File: src/rtl/mem_port_arbiter.sv
// rtl/mem_port_arbiter.sv - shares one memory port between instruction fetch and load/store
module mem_port_arbiter #(
    parameter int ADDR_W     = 32,
    parameter int DATA_W     = 32,
    parameter int STARVE_MAX = 4
) (
    input  logic              clk,
    input  logic              rst,
    // fetch requester
    input  logic              if_req,
    input  logic [ADDR_W-1:0] if_addr,
    output logic [DATA_W-1:0] if_rdata,
    output logic              if_done,
    // load/store requester
    input  logic              d_req,
    input  logic              d_we,
    input  logic [2:0]        d_size,
    input  logic [ADDR_W-1:0] d_addr,
    input  logic [DATA_W-1:0] d_wdata,
    output logic [DATA_W-1:0] d_rdata,
    output logic              d_done,
    // pipeline stalls
    output logic              stall_if,
    output logic              stall_mem,
    // memory port
    output logic              m_req,
    output logic              m_we,
    output logic [2:0]        m_size,
    output logic [ADDR_W-1:0] m_addr,
    output logic [DATA_W-1:0] m_wdata,
    input  logic              m_ready,
    input  logic              m_rvalid,
    input  logic [DATA_W-1:0] m_rdata
);

    typedef enum logic [1:0] {
        IDLE  = 2'd0,
        ISSUE = 2'd1,
        WAIT  = 2'd2,
        RESP  = 2'd3
    } state_t;

    localparam logic [3:0] STARVE_LIM = 4'(STARVE_MAX);

    state_t     state;
    logic       owner;       // 0 = fetch, 1 = data
    logic [3:0] starve_cnt;  // consecutive arbitration losses of fetch
    logic       fetch_wins;

    // Data has priority; fetch only wins alone or once it has lost STARVE_MAX times in a row.
    assign fetch_wins = if_req & (~d_req | (starve_cnt == STARVE_LIM));

    // A stage stalls while its request is outstanding and not completing this cycle.
    assign stall_if  = if_req & ~if_done;
    assign stall_mem = d_req & ~d_done;

    // Grant, issue, wait for response and complete; one transaction in flight at a time.
    always_ff @(posedge clk or posedge rst) begin
        if (rst) begin
            state      <= IDLE;
            owner      <= 1'b0;
            starve_cnt <= 4'd0;
            m_req      <= 1'b0;
            m_we       <= 1'b0;
            m_size     <= 3'd0;
            m_addr     <= '0;
            m_wdata    <= '0;
            if_done    <= 1'b0;
            d_done     <= 1'b0;
            if_rdata   <= '0;
            d_rdata    <= '0;
        end else begin
            // completion pulses last exactly the RESP cycle
            if_done <= 1'b0;
            d_done  <= 1'b0;
            case (state)
                IDLE: begin
                    if (if_req | d_req) begin
                        m_req <= 1'b1;
                        state <= ISSUE;
                        if (fetch_wins) begin
                            owner      <= 1'b0;
                            starve_cnt <= 4'd0;
                            m_we       <= 1'b0;
                            m_size     <= 3'b010;
                            m_addr     <= if_addr;
                            m_wdata    <= '0;
                        end else begin
                            owner   <= 1'b1;
                            m_we    <= d_we;
                            m_size  <= d_size;
                            m_addr  <= d_addr;
                            m_wdata <= d_wdata;
                            if (if_req && (starve_cnt < STARVE_LIM)) begin
                                starve_cnt <= starve_cnt + 4'd1;
                            end
                        end
                    end
                end
                ISSUE: begin
                    // attributes stay frozen until memory takes the request
                    if (m_ready) begin
                        m_req <= 1'b0;
                        state <= WAIT;
                    end
                end
                WAIT: begin
                    if (m_rvalid) begin
                        if (owner) begin
                            d_rdata <= m_rdata;
                            d_done  <= 1'b1;
                        end else begin
                            if_rdata <= m_rdata;
                            if_done  <= 1'b1;
                        end
                        state <= RESP;
                    end
                end
                RESP: begin
                    state <= IDLE;
                end
                default: begin
                    state <= IDLE;
                end
            endcase
        end
    end

endmodule

File: config.mk
export PLATFORM = sky130hd
export DESIGN_NAME = mem_port_arbiter
export DESIGN_NICKNAME = d
export VERILOG_FILES = /design/src/rtl/mem_port_arbiter.sv
export SDC_FILE = /design/constraint.sdc
export NUM_CORES = 1
export LEC_CHECK = 0
export CAP_MARGIN = 40
export CELL_PAD_IN_SITES_DETAIL_PLACEMENT = 0
export CELL_PAD_IN_SITES_GLOBAL_PLACEMENT = 1
export CORE_ASPECT_RATIO = 1.5
export CORE_MARGIN = 1
export CORE_UTILIZATION = 33
export DETAILED_ROUTE_END_ITERATION = 16
export PLACE_DENSITY = 0.9
export REMOVE_ABC_BUFFERS = 1
export SLEW_MARGIN = 10
export SYNTH_ARGS = -nofsm -noshare
export SYNTH_HDL_FRONTEND = slang
export SYNTH_SLANG_ARGS = --single-unit
File: constraint.sdc
create_clock -name clk -period 10.3 [get_ports clk]
set_clock_uncertainty 0.1 [all_clocks]
set_input_delay 2.06 -clock clk [delete_from_list [all_inputs] [get_ports clk]]
set_output_delay 2.06 -clock clk [all_outputs]
set_load 0.005 [all_outputs]
After elaboration in Yosys (flattened, before gate mapping):

Index checks and enable logic that the tools add are counted.

* register bits after elaboration: 142
* bits of input ports: 138
* output and inout bits: 137
* logic and storage cells: 60

* add/sub/neg operators: 1
* magnitude comparators: 1
* eq/ne operators: 7
* muxes and demuxes: 20
* bitwise gates (word level): 9
* reductions and logical operators: 10

Operator list (number)
* 32-bit 2-to-1 mux: 2
* 3-bit AND reduction: 5
* 1-bit 2-to-1 mux: 10
* 4-bit 2-to-1 mux: 2
* 2-bit one-hot mux with 4 select lines: 1
* 2-bit 2-to-1 mux: 3
* 2-bit != test, second input constant: 3
* 4-bit by 1-bit adder with 4-bit output, second input constant: 1
* 2-bit equality test, second input constant: 2
* 4-bit by 3-bit equality test with 1-bit output, second input constant: 1
* 4-bit by 3-bit < comparator with 1-bit output, second input constant: 1
* 1-bit inverter: 4
* 2-bit nonzero test: 2
* 1-bit AND: 3
* 3-bit 2-to-1 mux: 1
* 2-bit by 1-bit equality test with 1-bit output, second input constant: 1
* 2-bit logical NOT: 1
* 1-bit bitwise OR: 2
* 1-bit one-hot mux with 2 select lines: 1
* 2-bit AND reduction: 1
* 1-bit logical AND: 1

Depth between registers and ports, before layout:

Gate-level depths: netlist of the first run.

* depth after elaboration: 5
* depth in mapped cells: 8
* mapped depth without buffers: 6

Worst setup path before layout of the first run:

No wires, ideal clock.

* kind: input to output
* start point: input port d_req
* end point: output port stall_mem
* arrival: 2.224 ns
* data required time: 8.140 ns
* slack: 5.916 ns
* stages: 2
* cell sequence: inv_1 nor2_1

* cells in the longest elaborated chain, start to end: 1

RTL lines
* start: declaration: RTL line 15 `input logic d_req,`
* 1-bit AND: RTL line 55 `assign stall_mem = d_req & ~d_done;`
* end: declaration: RTL line 24 `output logic stall_mem,`

Every way passes these cells.

Worst setup path in the final report of the first run:

Ends and elaborated chain as after synthesis.

==> flow_metrics.tcl, run 1 <==
set metrics [dict create \
    hpwl_mm 11.9 \
    dpl.cell_count 1052 \
    pin_count 275 \
    synthSimpleGateAreaFrac_pct 18.9 \
    use_met1_pct 20.3 \
    die_area_mm2 0.0189 \
    overflow 0 \
    hold_path.class "flop to flop" \
    rsz0062_at_grt "no" \
    ys_seq_elements 142 \
    synth_seq_area_share_pct 58.8 \
    min_period_ns 5.57 \
    synth-main-ff-cell "dfrtp_1" \
    cts_buffers 17 \
    grt_pass1_wl_mm 27.4 \
    cts_tree "yes" \
    gr-usage-met3_pct 6.23 \
    area.growth.synth_to_final_pct 57.6 \
    ys_async_sr_fraction_pct 100 \
    routed-via-count 5002 \
    routabilityCongestion 0.764 \
    critPathArrivalTime_ns 3.41 \
    worst_pin_slew_ns 0.789 \
    muxShareOfSynthArea_pct 6.68 \
    netlist_instances 586 \
    synthesis.area_mm2 0.00605 \
    max_stage_delay_ns 0.58 \
    wl_per_cell_um 15.7 \
    via_per_inst 4.62 \
    postLayoutCellArea_mm2 0.00953 \
    antenna_found_initial 0 \
    synthXorXnorAreaFrac_pct 0 \
    final_cells 1083 \
    cp_common_cell "clkdlybuf4s50_1" \
    cellLeakagePower_uw 0.00428 \
    layout-drive-gt1-share_pct 15.9 \
    synthTopCellsByArea "dfrtp_1 (59%), nand2_1 (13%), a21oi_2 (8.3%)" \
    critPathTopFamily "buffers and inverters" \
    h-tree-depth 4 \
    period_share_pct 54.1 \
    critPathLaunchType "primary input" \
    synth_top_area_cell "dfrtp_1" \
    grt_max_degree 82 \
    cts.repair.resized 0 \
    drc 0 \
    clk_path_buf_depth 2 \
    r2r_setup_slack_ns 7.79 \
    synth_top_area_share_pct 58.8 \
    synth_top_family_by_area "simple AND/OR/NAND/NOR gates" \
    vdd_drop_max_mv 0.0943 \
    required_ns 8.14 \
    synth_compound_area_share_pct 10.1 \
    slew-limit-headroom_pct 47.4 \
    grt_pass1_vias 5094 \
    crit_path_end_kind "primary output" \
    post-cts-setup-buffers 0 \
    clk_latency_ns 0.41 \
    critPathKind "primary input to primary output" \
    synth_edf_count 0 \
    diodes 0 \
    p_per_area_mw_per_mm2 284 \
    rows 60 \
    finalHoldViolCount 0 \
    syn_avg_cell_area_um2 10.3 \
    wl_mm 17.0 \
    drtPass1Iterations 4 \
    tns_ns 0 \
    setup_viol 0 \
    path_cells "clkdlybuf4s50_1, inv_1, nor2_1, clkdlybuf4s50_1" \
    die_width_um 113 \
    dpl_cell_area_mm2 0.00898 \
    yosys_warnings 0 \
    port_buffers 274 \
    grtUsageTotal_pct 18.8 \
    crit_fanout 4 \
    critPathBufInv 3 \
    grt_busiest_layer "met2" \
    slowest_stage "clkdlybuf4s50_1" \
    synth_cell_types 31 \
    postRouteAntennaNets 0 \
    synth_commonest_cells "nand2_1 (203), dfrtp_1 (142), a21oi_2 (57)" \
    start_util_pct 33.7 \
    whs_ns 0.361 \
    status "finished clean" \
    dr.first_iter.drc_count 273 \
    clockRootBuffer "clkbuf_16" \
    slew_viol_final 0 \
    max_freq_mhz 180 \
    maxCapViolCount 0 \
    finalNetCount 998 \
    die_y_um 168 \
    fillers 1614 \
    design.core.area_mm2 0.0179 \
    cts_hold_buf 0 \
    cts.sinks 142 \
    grt_use_met2_pct 34.0 \
    synth_most_common_cell "nand2_1" \
    cts.clk_slew.worst_paths_ns 0.06 \
    synthAdderAreaFrac_pct 1.24 \
]
[path summary, 6_finish.rpt]
kind	from	end	cells after the start
worst max-delay path	d_req	stall_mem	4
worst min-delay path	m_wdata[28]	m_wdata[28]	2
worst max register to register	state[0]	m_req	7
worst min register to register	m_wdata[28]	m_wdata[28]	2
max in group asynchronous	rst	if_rdata[3]	3
min in group asynchronous	rst	m_wdata[14]	2
[where the power goes]
group | internal, µW | switching [µW] | leakage (µW) | total (µW)
Combinational | 690 | 489 | 0.00230 | 1180
Sequential | 820 | 130 | 0.00172 | 950
Clock | 315 | 260 | 0.000254 | 575
Total | 1820 | 879 | 0.00428 | 2700
[worst register-to-register path, stage by stage (launching register included)]
cell and delay, ns:
dfrtp_1 0.40, inv_1 0.11, ha_1 0.28, inv_1 0.12, nor2_4 0.60, buf_4 0.57, a21oi_1 0.07, o21ai_0 0.17
[per-stage QoR]
step	worst slack, ns	util [%]	power [µW]
final	4.73	53.1	2700
after global routing	4.68	53.1	2900
after CTS	4.74	53.1	2750
after detailed placement	4.74	50.1	2160
after global placement	4.75	49.6	2120
after floorplan	4.33	-	1440
[logic make-up (layout without fill, tap and decap cells)]
| family | after synthesis | in the layout |
|---|---|---|
| buffers and inverters | 45 | 325 |
| muxes | 36 | 36 |
| adders and majority gates | 6 | 6 |
| and+or+nand+nor | 282 | 282 |
| DFF | 142 | 142 |
| AOI/OAI and AO/OA | 75 | 75 |
[sequential cells by signal (all words and copies together), names as in the netlist]
register and count:
m_addr 32, if_done 1, m_size 3, if_rdata 32
d_rdata 32, d_done 1, m_we 1, starve_cnt 4
m_req 1, m_wdata 32, state 2, owner 1
[final cells by class]
class | instances | area, µm² | share of cell area, %
Sequential cell | 142 | 3550 | 37.3
Timing Repair Buffer | 283 | 2860 | 30.0
Multi-Input combinational cell | 399 | 2250 | 23.6
Clock buffer | 17 | 425 | 4.46
Tap cell | 217 | 272 | 2.85
Clock inverter | 14 | 121 | 1.27
Inverter | 11 | 46.3 | 0.486
[layout by cell type (no fill, tap or decap), types with 5 or more instances in the layout]
cell	synthesis	routed
nand3_1	37	36
a21oi_1	9	9
ha_1	6	6
dfrtp_1	142	142
clkdlybuf4s50_1	0	274
nor2_1	34	34
a21oi_2	57	57
buf_4	3	6
inv_1	11	10
mux2_2	33	33
nand2_1	203	203
clkinvlp_4	0	5
inv_6	0	7
clkbuf_16	0	17
[metal layers]
| metal | vias up | share of wire [%] |
|---|---|---|
| met2 | 190 | 53 |
| met1 | 2347 | 38 |
| met5 | - | 0 |
| met4 | 0 | 2.7 |
| met3 | 27 | 7.1 |
| li1 | 2438 | - |
Power figures use the tool's default switching activity.
==> inputs of run 2 (changes only) <==
- CORE_UTILIZATION: 33 -> 28
- PLACE_DENSITY: 0.9 -> 0.81
- clock period: 10.3 -> 4.6 ns (I/O delays scaled with it)
==> run 2 against run 1 <==
Effect of this change:
- total power is 120% higher
- global-route usage is 2.3 points lower
- non-clock buffer count is 1 higher
- cell area is 0.63% higher
- flip-flop and latch count stayed put
- cell count is 4.6% higher
- count of clock-buffer cells in the layout is 5 higher
- utilization is 7.8 points lower
- worst hold slack hardly changed
- critical endpoint is now stall_if
==> flow_metrics.tcl, run 2 (synthesis results as in run 1) <==
set metrics [dict create \
    status "finished clean" \
    hp-start "m_wdata[27]" \
    cts.sinks 142 \
    dr.first_iter.drc_count 198 \
    critPathKind "primary input to primary output" \
    start_util_pct 28.6 \
    power.share.sequential_pct 35.4 \
    final_core_util_pct 45.3 \
    cts.repair.resized 0 \
    min_period_ns 3.28 \
    wl_per_cell_um 15.3 \
    cts_hold_buf 0 \
    multi_input_area_mm2 0.00225 \
    area.growth.synth_to_final_pct 58.6 \
    worst_pin_slew_ns 0.815 \
    crit_fanout 6 \
    die_area_mm2 0.0222 \
    max_freq_mhz 305 \
    r2r_setup_slack_ns 2.36 \
    drtPass1Iterations 4 \
    combPwrFrac_pct 43.4 \
    cts_buffers 17 \
    cts.clk_slew.worst_paths_ns 0.06 \
    pin_count 275 \
    routabilityCongestion 0.712 \
    critPathArrivalTime_ns 2.26 \
    internal_power_uw 4160 \
    antenna_found_initial 2 \
    design.core.area_mm2 0.0211 \
    grt_max_degree 87 \
    h-tree-depth 4 \
    cp-startpoint "if_req" \
    hold_depth 2 \
    setup_viol 0 \
    slew_viol_final 0 \
    period_share_pct 71.3 \
    layout_common_cells "clkdlybuf4s50_1 (274), nand2_1 (203), dfrtp_1 (142)" \
    diodes 0 \
    drc 0 \
    clk_path_buf_depth 2 \
    r2r_end "m_addr[31]" \
    grtUsageTotal_pct 16.5 \
    wl_mm 17.4 \
    rsz0062_at_grt "no" \
    final_cells 1133 \
    overflow 0 \
    hpwl_mm 12.2 \
    dp_slack_ns 1.31 \
    slew-limit-headroom_pct 45.7 \
    maxCapViolCount 0 \
    die_width_um 122 \
    required_ns 3.58 \
    hold_path.class "flop to flop" \
    vdd_drop_max_mv 0.231 \
    critPathBufInv 2 \
    cp_common_cell "clkdlybuf4s50_1" \
    cellLeakagePower_uw 0.00430 \
    post-cts-setup-buffers 0 \
    fin_ws_ns 1.32 \
    grt_pass1_vias 5261 \
    power.total_uw 6040 \
    critPathTopFamily "buffers and inverters" \
    layout-drive-gt1-share_pct 15.7 \
    p_per_area_mw_per_mm2 630 \
    layout_commonest_cell "clkdlybuf4s50_1" \
    swShare_pct 31.2 \
    reg2reg_depth 7 \
    grt_pass1_wl_mm 27.7 \
    port_buffers 274 \
    via_per_inst 4.48 \
    timing.rr.start "starve_cnt[0]" \
    finalNetCount 999 \
    clockRootBuffer "clkbuf_16" \
    fillers 2016 \
    crit_path_end_kind "primary output" \
    dpl.cell_count 1104 \
    path_cells "clkdlybuf4s50_1, nor2b_1, clkdlybuf4s50_1" \
    holdPathEnd "m_wdata[27]" \
    finalHoldViolCount 0 \
    tns_ns 0 \
    cts_tree "yes" \
    max_stage_delay_ns 0.66 \
    routed-via-count 5079 \
    rows 65 \
    regArea_mm2 0.00355 \
    critPathLaunchType "primary input" \
    postRouteAntennaNets 0 \
    clk_latency_ns 0.42 \
    pwr-share-clk_pct 21.2 \
    p_sw_uw 1890 \
    die_y_um 182 \
    slowest_stage "clkdlybuf4s50_1" \
]
## run 2: changes by cell type in the layout (fill, tap and decap cells not counted), sizes merged
cell	previous run	this run
clkbuf	17	22
bufinv	0	1
inv	19	11
buf	9	10
clkinv	1	6
clkinvlp	5	0
## run 2: layer usage
| metal | up-vias | wire length (µm) | global-route usage (%) |
|---|---|---|---|
| met3 | 30 | 1420 | 6.03 |
| li1 | 2430 | - | - |
| met1 | 2410 | 6480 | 17.0 |
| met5 | - | 13 | 0 |
| met2 | 207 | 8990 | 29.5 |
| met4 | 2 | 452 | 6.96 |
## run 2: worst max path at each step
stage	depth (start not counted)	endpoint	slack, ns
floorplan	1	d_done	-0.23
global placement	4	stall_mem	1.32
detailed placement	3	stall_if	1.31
CTS	3	stall_if	1.31
global route	3	stall_if	1.25
finish	3	stall_if	1.32
## run 2: tightest hold or removal path, stage by stage, from the launching register on
cell,delay (ns)
dfrtp_1,0.34
nand2_1,0.05
nand2_1,0.04
## run 2: final cells by class
cell class                 count  area share (%)
timing repair buffer         284            29.8
clock inverter                 7           0.665
clock buffer                  22            5.05
multi-input combinational    399            23.4
sequential                   142            37.1
inverter                      11           0.483
tap                          268            3.50
## run 2: per-stage QoR
step | hold slack [ns] | area [µm²]
after floorplan | 0.363 | 5820
after global placement | 0.349 | 8990
after detailed placement | 0.354 | 9040
after CTS | 0.367 | 9590
after global routing | 0.384 | 9590
final | 0.361 | 9590
## run 2: power groups by stage
stage,registers (µW),clock network [µW],logic [µW]
finish,2140,1280,2620
global route,2220,1380,2900
CTS,2140,1330,2690
detailed placement,2160,0,2680
global placement,2130,0,2630
floorplan,2190,0,1040
==> inputs of run 3 (changes only) <==
- CORE_UTILIZATION: 28 -> 31
- PLACE_DENSITY: 0.81 -> 0.85
- clock period: 4.6 -> 3.2 ns (I/O delays scaled with it)
==> run 3 against run 2 <==
Effect of this change:
- cell area up 0.84%
- non-clock buffer count up 3
- utilization grew 5.1 points
- critical path depth is 1 higher
- die area down 9.5%
- worst hold slack gained 0.00075 ns
- total power up 47%
- clock power up 58%
- largest cell class unchanged
==> flow_metrics.tcl, run 3 (synthesis results as in run 1) <==
set metrics [dict create \
    crit_fanout 4 \
    design.core.area_mm2 0.0192 \
    crit_path_end_kind "primary output" \
    power.total_uw 8870 \
    slowest_stage "clkdlybuf4s50_1" \
    grt_pass1_wl_mm 27.5 \
    antenna_found_initial 2 \
    routabilityCongestion 0.735 \
    cellLeakagePower_uw 0.00434 \
    grt_pass1_vias 5379 \
    routed-via-count 5094 \
    slew_viol_final 0 \
    setup_viol 0 \
    hpwl_mm 12.2 \
    clk_latency_ns 0.41 \
    rsz0062_at_grt "no" \
    hold_path.class "flop to flop" \
    cts_hold_buf 0 \
    worst_pin_slew_ns 0.515 \
    layout_commonest_cell "clkdlybuf4s50_1" \
    path_cells "clkdlybuf4s50_1, inv_1, nor2_1, clkdlybuf4s50_1" \
    wl_per_cell_um 15.0 \
    drc 0 \
    critPathTopFamily "buffers and inverters" \
    die_y_um 173 \
    p_per_area_mw_per_mm2 918 \
    via_per_inst 4.51 \
    required_ns 2.46 \
    vdd_drop_max_mv 0.338 \
    dpl_cell_area_mm2 0.00906 \
    grtUsageTotal_pct 17.9 \
    cts.repair.resized 0 \
    period_share_pct 85.3 \
    dp_slack_ns 0.477 \
    layout-drive-gt1-share_pct 16.4 \
    postRouteAntennaNets 0 \
    status "finished clean" \
    critPathKind "primary input to primary output" \
    postLayoutCellArea_mm2 0.00967 \
    cts_buffers 17 \
    dr.first_iter.drc_count 188 \
    final_cells 1129 \
    post-cts-setup-buffers 0 \
    max_stage_delay_ns 0.58 \
    area.growth.synth_to_final_pct 59.9 \
    critPathBufInv 3 \
    overflow 0 \
    min_period_ns 2.73 \
    cp_common_cell "clkdlybuf4s50_1" \
    die_area_mm2 0.0201 \
    slew-limit-headroom_pct 65.5 \
    layout_common_cells "clkdlybuf4s50_1 (274), nand2_1 (203), dfrtp_1 (142)" \
    cts.clk_slew.worst_paths_ns 0.06 \
    dpl.cell_count 1095 \
    finalNetCount 1002 \
    clk_path_buf_depth 2 \
    grt_max_degree 69 \
    fin_ws_ns 0.472 \
    clockRootBuffer "clkbuf_16" \
    rows 62 \
    finalHoldViolCount 0 \
    h-tree-depth 4 \
    critPathArrivalTime_ns 1.99 \
    maxCapViolCount 0 \
    critPathLaunchType "primary input" \
    whs_ns 0.362 \
    max_freq_mhz 367 \
    start_util_pct 31.6 \
    drtPass1Iterations 4 \
    wl_mm 17.0 \
    pin_count 275 \
    cts.sinks 142 \
    die_width_um 116 \
    cts_tree "yes" \
    port_buffers 274 \
]
## run 3: cell count changes in the layout (fill, tap and decap cells not counted)
cell / previous run / this run
diode_2: 0 / 2
clkbuf_8: 4 / 2
buf_16: 2 / 0
inv_6: 1 / 5
clkinvlp_4: 0 / 2
buf_4: 8 / 9
clkbuf_1: 1 / 0
clkinv_2: 5 / 1
bufinv_16: 1 / 2
buf_12: 0 / 4
inv_8: 0 / 1
clkinv_4: 1 / 3
## run 3: cell type report
type / instances / area, µm²
Antenna cell: 2 / 5.00
Timing Repair Buffer: 287 / 2890
Multi-Input combinational cell: 399 / 2250
Clock buffer: 19 / 453
Inverter: 11 / 46.3
Fill cell: 1826 / 9490
Sequential cell: 142 / 3550
Clock inverter: 13 / 153
Tap cell: 256 / 320
## run 3: final timing paths
kind                            slack, ns  cells after the start      endpoint  startpoint
worst max register to register       1.30                      7    m_addr[30]    state[0]
min in group asynchronous            0.54                      2   m_wdata[11]         rst
max in group asynchronous            1.72                      3  if_rdata[31]         rst
worst min-delay path                 0.36                      2     m_size[0]   m_size[0]
worst min register to register       0.36                      2     m_size[0]   m_size[0]
worst max-delay path                 0.47                      4     stall_mem       d_req
## run 3: report_power, final
part / leakage, µW / internal, µW / switching, µW
sequential: 0.00172 / 2640 / 436
clock: 0.000293 / 1210 / 809
combinational: 0.00232 / 2210 / 1570
## run 3: layer usage
metal | up-vias | GRT usage (%) | part of all wire (%) | wire length, µm
met5 | - | 0 | 0 | 0
met4 | 0 | 5.61 | 1.6 | 275
met3 | 17 | 6.31 | 8.0 | 1360
met2 | 190 | 32.7 | 54 | 9140
met1 | 2434 | 18.6 | 37 | 6210
li1 | 2453 | - | - | -
## run 3: metrics by stage
stage          utilization (%)  TNS (ns)
2_1_floorplan                -   -191.64
6_report                  50.5         0
5_1_grt                   50.4         0
4_1_cts                   50.4         0
3_5_place_dp              47.3         0
3_3_place_gp              47.3         0
## run 3: worst min-delay path, stage by stage, from the launching register on
cell	delay [ns]
dfrtp_1	0.34
nand2_1	0.05
nand2_1	0.05
